**config.mk**
```make
export PLATFORM = sky130hd
export DESIGN_NAME = fv_enc_sched
export DESIGN_NICKNAME = d
export VERILOG_FILES = /design/src/rtl/fv_enc_pkg.sv /design/src/rtl/fv_coeff_buf.sv /design/src/rtl/fv_enc_sched.sv
export SDC_FILE = /design/constraint.sdc
export NUM_CORES = 2
export LEC_CHECK = 0
export BUFFER_PORTS_ARGS = -buffer_cell sky130_fd_sc_hd__buf_2
export CAP_MARGIN = 20
export CORE_MARGIN = 2
export CORE_UTILIZATION = 55
export DETAILED_ROUTE_END_ITERATION = 7
export GPL_TIMING_DRIVEN = 0
export PLACE_DENSITY = 0.72
export SLEW_MARGIN = 20
export SYNTH_ARGS = -nofsm -noshare
export SYNTH_HDL_FRONTEND = slang
export SYNTH_SLANG_ARGS = --single-unit
```
**constraint.sdc**
```tcl
create_clock -name clk -period 27.1 [get_ports clk]
set_input_delay 2.71 -clock clk [delete_from_list [all_inputs] [get_ports clk]]
set_output_delay 2.71 -clock clk [all_outputs]
set_load 0.02 [all_outputs]
```
**src/rtl/fv_enc_pkg.sv**
```systemverilog
// fv_enc_pkg: shared types for the FV encryption sequencer.
//   state_t     - sequencer states
//   coeff_cnt_t - coefficient index for the default ring size
package fv_enc_pkg;

    typedef enum logic [2:0] {
        ST_IDLE,
        ST_LOAD,
        ST_PASS0,
        ST_DRAIN0,
        ST_PASS1,
        ST_DRAIN1
    } state_t;

    localparam int N_DEF = 16;

    // Modules built for a different N size their counters from their own N.
    typedef logic [$clog2(N_DEF)-1:0] coeff_cnt_t;

endpackage

```
**src/rtl/fv_coeff_buf.sv**
```systemverilog
// fv_coeff_buf: N x W register file holding one polynomial.
//   clk          - system clock
//   we/waddr/wdata - single synchronous write port
//   raddr/rdata  - single asynchronous read port
// Contents are not reset; every slot is written during LOAD before use.
module fv_coeff_buf #(
    parameter int N = 16,
    parameter int W = 64
) (
    input  logic                 clk,
    input  logic                 we,
    input  logic [$clog2(N)-1:0] waddr,
    input  logic [W-1:0]         wdata,
    input  logic [$clog2(N)-1:0] raddr,
    output logic [W-1:0]         rdata
);

    logic [W-1:0] mem [N];

    always_ff @(posedge clk) begin
        if (we) mem[waddr] <= wdata;
    end

    assign rdata = mem[raddr];

endmodule

```
**src/rtl/fv_enc_sched.sv**
```systemverilog
// fv_enc_sched: sequencer for one FV public-key encryption around an external
// polynomial multiplier.
//   clk, s_rst          - clock, synchronous active-high reset
//   start/busy/done/err - control; err is a sticky framing flag
//   u_*, m_*, e1_*, e2_* - lockstep input streams loaded in LOAD
//   pk_*                - p0 then p1, forwarded to the multiplier in PASS0/1
//   mul_p_*, mul_u_*    - multiplier operand streams
//   mul_z_*             - multiplier result stream (always accepted)
//   ct_*, ct_sel        - ciphertext out: ct0 (sel=0) then ct1 (sel=1)
module fv_enc_sched
    import fv_enc_pkg::*;
#(
    parameter int N           = N_DEF,
    parameter int QW          = 64,
    parameter int UW          = 1,
    parameter int DELTA_SHIFT = QW - 1
) (
    input  logic          clk,
    input  logic          s_rst,
    input  logic          start,
    output logic          busy,
    output logic          done,
    output logic          err,
    input  logic          u_vld,
    output logic          u_rdy,
    input  logic [UW-1:0] u_data,
    input  logic          u_last,
    input  logic          m_vld,
    output logic          m_rdy,
    input  logic          m_data,
    input  logic          m_last,
    input  logic          e1_vld,
    output logic          e1_rdy,
    input  logic [QW-1:0] e1_data,
    input  logic          e1_last,
    input  logic          e2_vld,
    output logic          e2_rdy,
    input  logic [QW-1:0] e2_data,
    input  logic          e2_last,
    input  logic          pk_vld,
    output logic          pk_rdy,
    input  logic [QW-1:0] pk_data,
    input  logic          pk_last,
    output logic          mul_p_vld,
    input  logic          mul_p_rdy,
    output logic [QW-1:0] mul_p_data,
    output logic          mul_p_last,
    output logic          mul_u_vld,
    output logic [UW-1:0] mul_u_data,
    output logic          mul_u_last,
    input  logic          mul_z_vld,
    output logic          mul_z_rdy,
    input  logic [QW-1:0] mul_z_data,
    input  logic          mul_z_last,
    output logic          ct_vld,
    output logic [QW-1:0] ct_data,
    output logic          ct_last,
    output logic          ct_sel
);

    localparam int CW = $clog2(N);

    state_t        state, state_nx;
    logic [CW-1:0] cnt;
    logic          last_idx, in_pass, in_drain;
    logic          load_fire, pass_fire, z_fire, frame_bad;
    logic [UW-1:0] u_rd;
    logic [0:0]    m_rd;
    logic [QW-1:0] e1_rd, e2_rd, e_rd, m_term, ct_sum;

    assign last_idx  = (cnt == CW'(N - 1));
    assign in_pass   = (state == ST_PASS0) || (state == ST_PASS1);
    assign in_drain  = (state == ST_DRAIN0) || (state == ST_DRAIN1);
    // The four load streams advance together; one beat needs all of them.
    assign load_fire = (state == ST_LOAD) && u_vld && m_vld && e1_vld && e2_vld;
    assign pass_fire = in_pass && pk_vld && mul_p_rdy;
    assign z_fire    = in_drain && mul_z_vld;

    // Sequencing is purely count-based; bad last flags only raise err.
    assign frame_bad = (load_fire && ({u_last, m_last, e1_last, e2_last} != {4{last_idx}}))
                     || (pass_fire && (pk_last != last_idx))
                     || (z_fire && (mul_z_last != last_idx))
                     || (mul_z_vld && !in_drain);

    fv_coeff_buf #(.N(N), .W(UW)) u_buf_i (
        .clk(clk), .we(load_fire), .waddr(cnt), .wdata(u_data), .raddr(cnt), .rdata(u_rd));
    fv_coeff_buf #(.N(N), .W(1)) m_buf_i (
        .clk(clk), .we(load_fire), .waddr(cnt), .wdata(m_data), .raddr(cnt), .rdata(m_rd));
    fv_coeff_buf #(.N(N), .W(QW)) e1_buf_i (
        .clk(clk), .we(load_fire), .waddr(cnt), .wdata(e1_data), .raddr(cnt), .rdata(e1_rd));
    fv_coeff_buf #(.N(N), .W(QW)) e2_buf_i (
        .clk(clk), .we(load_fire), .waddr(cnt), .wdata(e2_data), .raddr(cnt), .rdata(e2_rd));

    always_ff @(posedge clk) begin
        if (s_rst) state <= ST_IDLE;
        else       state <= state_nx;
    end

    always_comb begin
        state_nx   = state;
        busy       = (state != ST_IDLE);
        u_rdy      = (state == ST_LOAD);
        m_rdy      = (state == ST_LOAD);
        e1_rdy     = (state == ST_LOAD);
        e2_rdy     = (state == ST_LOAD);
        pk_rdy     = in_pass && mul_p_rdy;
        mul_p_vld  = in_pass && pk_vld;
        mul_u_vld  = in_pass && pk_vld;
        mul_p_last = in_pass && last_idx;
        mul_u_last = in_pass && last_idx;
        mul_p_data = pk_data;
        mul_u_data = u_rd;
        mul_z_rdy  = 1'b1;
        unique case (state)
            ST_IDLE:   if (start)                  state_nx = ST_LOAD;
            ST_LOAD:   if (load_fire && last_idx)  state_nx = ST_PASS0;
            ST_PASS0:  if (pass_fire && last_idx)  state_nx = ST_DRAIN0;
            ST_DRAIN0: if (z_fire && last_idx)     state_nx = ST_PASS1;
            ST_PASS1:  if (pass_fire && last_idx)  state_nx = ST_DRAIN1;
            ST_DRAIN1: if (z_fire && last_idx)     state_nx = ST_IDLE;
            default:                               state_nx = ST_IDLE;
        endcase
    end

    // N is a power of two, so the index wraps to 0 on its own at N-1,
    // which is exactly the restart every phase change needs.
    always_ff @(posedge clk) begin
        if (s_rst)                              cnt <= '0;
        else if (load_fire || pass_fire || z_fire) cnt <= cnt + CW'(1);
    end

    always_ff @(posedge clk) begin
        if (s_rst)                          err <= 1'b0;
        else if (frame_bad)                 err <= 1'b1;
        else if (state == ST_IDLE && start) err <= 1'b0;
    end

    // Scaled message only contributes to ct0.
    assign m_term = (state == ST_DRAIN0 && m_rd[0]) ? (QW'(1) << DELTA_SHIFT) : '0;
    assign e_rd   = (state == ST_DRAIN1) ? e2_rd : e1_rd;
    assign ct_sum = mul_z_data + e_rd + m_term;

    always_ff @(posedge clk) begin
        if (s_rst) begin
            ct_vld  <= 1'b0;
            ct_data <= '0;
            ct_last <= 1'b0;
            ct_sel  <= 1'b0;
            done    <= 1'b0;
        end else begin
            ct_vld  <= z_fire;
            ct_last <= z_fire && (state == ST_DRAIN1) && last_idx;
            done    <= z_fire && (state == ST_DRAIN1) && last_idx;
            if (z_fire) begin
                ct_data <= ct_sum;
                ct_sel  <= (state == ST_DRAIN1);
            end
        end
    end

endmodule

```
==> summary.md <==
The count of buffers added by post-CTS timing repair for setup was 0; the leakage power figure was 32.78 nW. For this run, design rule violations remaining after detail routing come to 0. The clock reaches the later pin of the worst-skew pair after 0.85 ns.

The tools report the utilization after layout as 0.6452. For this run the aggregate overflow at the end of global routing stands at 0. The die covers 161200 um^2. The run gives 4442 as the post-synth net total. In this run the critical register-to-register path is captured at ct_data[55]$_SDFFE_PP0P_. The effective utilization at floorplan is 0.5549. The area of the core region is 156600 um^2.

The library cells used most frequently in the layout, excluding fill and tap cells, are edfxtp_1 (2080), mux4_2 (649), buf_2 (423). The worst register-to-register path has a depth of 21. The tools report the number of antenna violations at the first check in global routing as 45. The combined global-route utilization of all metal layers is 0.3010. For the number of global-route vias before repair, the log shows 45050. The number of distinct standard cells referenced by the synthesized netlist is 83, and the CTS clock-pin slew for the worst setup and hold paths is 0.07 ns.

In this run the worst hold path is classified as reg -> reg. The routed design has 240800 um of wire. The part of the Yosys area used for sequential elements is 0.7371.

TritonCTS built the clock tree. Static timing analysis puts the maximum clock frequency at 134.9 MHz. The largest total area in the synthesized netlist belongs to edfxtp_1. Measured along the y axis, the die boundary spans 401.5 um. The worst hold path begins at ct_data[38]$_SDFFE_PP0P_. The clock net in this run drives a total of 2159 sinks. The shortest period the worst path allows was 7.410 ns. The slew at the pin with the worst max-slew slack is 1.211 ns. The final routed wire length divided by cell count came out at 34.24 um. The type of origin of the critical path is a register. The share of layout cells above drive strength 1 is 0.3574, and the post-detailed-route via-to-cell ratio is 6.577.

The number of violations of the max-capacitance limit was 0; the horizontal extent of the die was 401.5 um. Setup repair after global routing left no endpoint under its margin. The area share of the largest cell type after synthesis works out to 0.7189.

Once the clock tree was built, the resizer swapped 0 gates to a different size. VDD sags by at most 0.00006471 V. The register-to-register setup slack was 19.69 ns; the synthesized area divided by synthesized cell count was 21.52 um^2.

Final hold violation count: 0. The tools report the iteration count of the initial detailed-routing pass as 6. The cell sitting at the root of the clock tree is a clkbuf_16. The detailed placer's ending HPWL was 165300 um. The most common library cell in the layout ignoring fill and taps was edfxtp_1. For the remaining max-slew budget at the tightest pin, the log shows 0.1926. The cell area that synthesis handed to floorplanning was 86880 um^2. Buffers inserted during clock tree synthesis total 209. Across the routed clock network, the largest skew measured is 0.03836 ns.

The run gives 0 as the count of pins over their slew limit. The worst hold path cell count was 1. The critical path is of the reg -> reg type. The run gives 0 as the number of endpoints failing setup at the final stage. The count of nets left with antenna violations once routing finished came out at 0. The detailed router finished its first iteration with 7064 violations. 419 I/O pins were placed.

The count of input and output buffers came out at 352. The worst setup path is captured at a register. The number of synthesized flops with an enable pin was 2080. Dividing total power by cell area gives a power density of 66.49 nW/um^2. Buffers inserted to repair hold after CTS numbered 0.

Yosys attributes the largest share of cell area to edfxtp_1 (72%), mux4_2 (17%), ha_1 (1.9%), dfxtp_1 (1.8%), mux2_2 (0.83%). The deepest level of the CTS H-tree was 4. The final clock period utilization by the worst path is 0.2734. The maximum root-to-sink buffer count was 3; the floorplan row count was 145.

The first global-routing pass estimated 338500 um of wire. The worst hold endpoint was ct_data[38]$_SDFFE_PP0P_. Counting flops and latches in the post-synthesis netlist gives 2159. Routability-driven placement finished with a final weighted congestion of 0.9240.

During synthesis, Yosys emitted a total of 0 warnings. The most instantiated flip-flop cell in the synthesis netlist was edfxtp_1. The via count is 46270. Critical path data arrival time: 8.18 ns.

The flow ran to the end, and the final reports show no timing, DRC or antenna violations. In the synthesized netlist, the number of instances is 4038. The share of synthesized registers carrying an async set or reset is 0, and the final setup TNS is 0 ns. Total power for the finished layout comes to 6.716 mW. In this run the worst path has a maximum fanout of 10. The pin count of the biggest net entering global routing is 39. The number of nets in the layout came out at 5191. The synthesis-to-finish area growth is 16.27%, and the required time of the critical path is 27.87 ns.
==> cells in the mapped netlist (8+ instances only) <==
library cell / instances
a211oi_1: 11
nand4_1: 19
ha_1: 129
nor2b_1: 9
a31oi_1: 13
xor2_1: 14
nand3_1: 21
nor3_1: 27
or3_1: 11
o21ai_1: 10
inv_1: 26
a21o_1: 38
mux2_2: 64
edfxtp_1: 2080
nand3b_1: 17
nand2_1: 135
dfxtp_1: 79
nor2_1: 62
o21bai_1: 12
a21oi_1: 110
mux4_2: 649
buf_4: 74
and2_1: 8
clkbuf_1: 118
xnor2_1: 33
buf_2: 66
nor3b_1: 9
o21ai_0: 44
and3_1: 14
buf_1: 21
o211ai_1: 10
==> how the worst max path moves through the flow <==
stage | to | startpoint | slack, ns | depth (start not counted)
after global placement | e1_buf_i.mem[0][25]$_DFFE_PP_ | m_vld | 2.90 | 6
after CTS | ct_data[61]$_SDFFE_PP0P_ | register | 19.81 | 21
after detailed placement | ct_data[61]$_SDFFE_PP0P_ | register | 19.89 | 20
after floorplan | e1_buf_i.mem[0][0]$_DFFE_PP_ | e2_vld | 14.18 | 5
final | ct_data[55]$_SDFFE_PP0P_ | register | 19.69 | 21
after global routing | ct_data[55]$_SDFFE_PP0P_ | register | 19.51 | 20
==> state kept, by name (all words and copies together) (netlist names), named ones only <==
register and count:
ct_last 1, e1_buf_i.mem 1024, err 1, state 3, ct_sel 1, u_buf_i.mem 16
cnt 4, m_buf_i.mem 16, ct_data 64, e2_buf_i.mem 1024, ct_vld 1
==> area by class of cell <==
class / count / area [um^2]
Sequential cell: 2159 / 64040
Fill cell: 10180 / 55550
Multi-Input combinational cell: 1570 / 21410
Clock buffer: 249 / 5433
Timing Repair Buffer: 538 / 4730
Tap cell: 2058 / 2575
Buffer: 282 / 1484
Clock inverter: 139 / 1215
Inverter: 27 / 101.3
Antenna cell: 13 / 32.53
==> layer usage <==
metal	share of wire	global-route usage	wire, um
met1	0.38	0.4295	91140
met2	0.46	0.4463	109900
met3	0.13	0.09827	31920
met4	0.032	0.09388	7745
met5	0.00076	0	183
==> critical path, cell delays in order (launching register included) <==
cell and delay (ns):
dfxtp_1 0.32, buf_2 0.22, clkbuf_1 0.44, clkbuf_2 0.48, buf_16 0.21, clkbuf_1 0.80, mux4_2 0.41, mux4_2 0.51
mux2_2 0.30, ha_1 0.29, ha_1 0.23, inv_1 0.08, fa_1 0.44, nand2b_1 0.18, a211oi_1 0.60, o211ai_1 0.21
nand3_1 0.25, a41o_1 0.35, a31o_2 0.34, a31oi_1 0.15, or4_1 0.41, nand3_1 0.08
==> per-stage QoR <==
stage,cells,setup slack [ns],area [um^2],hold slack (ns)
after CTS,7021,19.81,101000,0.4795
after floorplan,4038,14.18,86880,0.5302
after detailed placement,6633,19.89,94320,0.4614
after global routing,7027,19.51,101000,0.4886
after global placement,6448,2.898,91220,0.4526
final,7035,19.69,101000,0.4830
==> report_power, final <==
| part | internal (mW) | total (mW) | switching (mW) | leakage, nW |
|---|---|---|---|---|
| clock network | 1.57 | 2.83 | 1.26 | 3.25 |
| logic | 0.0797 | 0.228 | 0.149 | 10.2 |
| registers | 3.66 | 3.66 | 0.00161 | 19.3 |
| total | 5.31 | 6.72 | 1.41 | 32.8 |
==> kinds of logic after synthesis <==
logic type,count (synthesis),share of synthesized area
buffers and inverters,309,0.01776
other,1,0.00004316
DFF,2159,0.7371
and+or+nand+nor,370,0.02175
xor gates and xnor gates,47,0.004738
muxes,716,0.1769
adders and majority gates,130,0.01881
AOI/OAI and AO/OA,306,0.02295
Power figures use the tool's default switching activity.
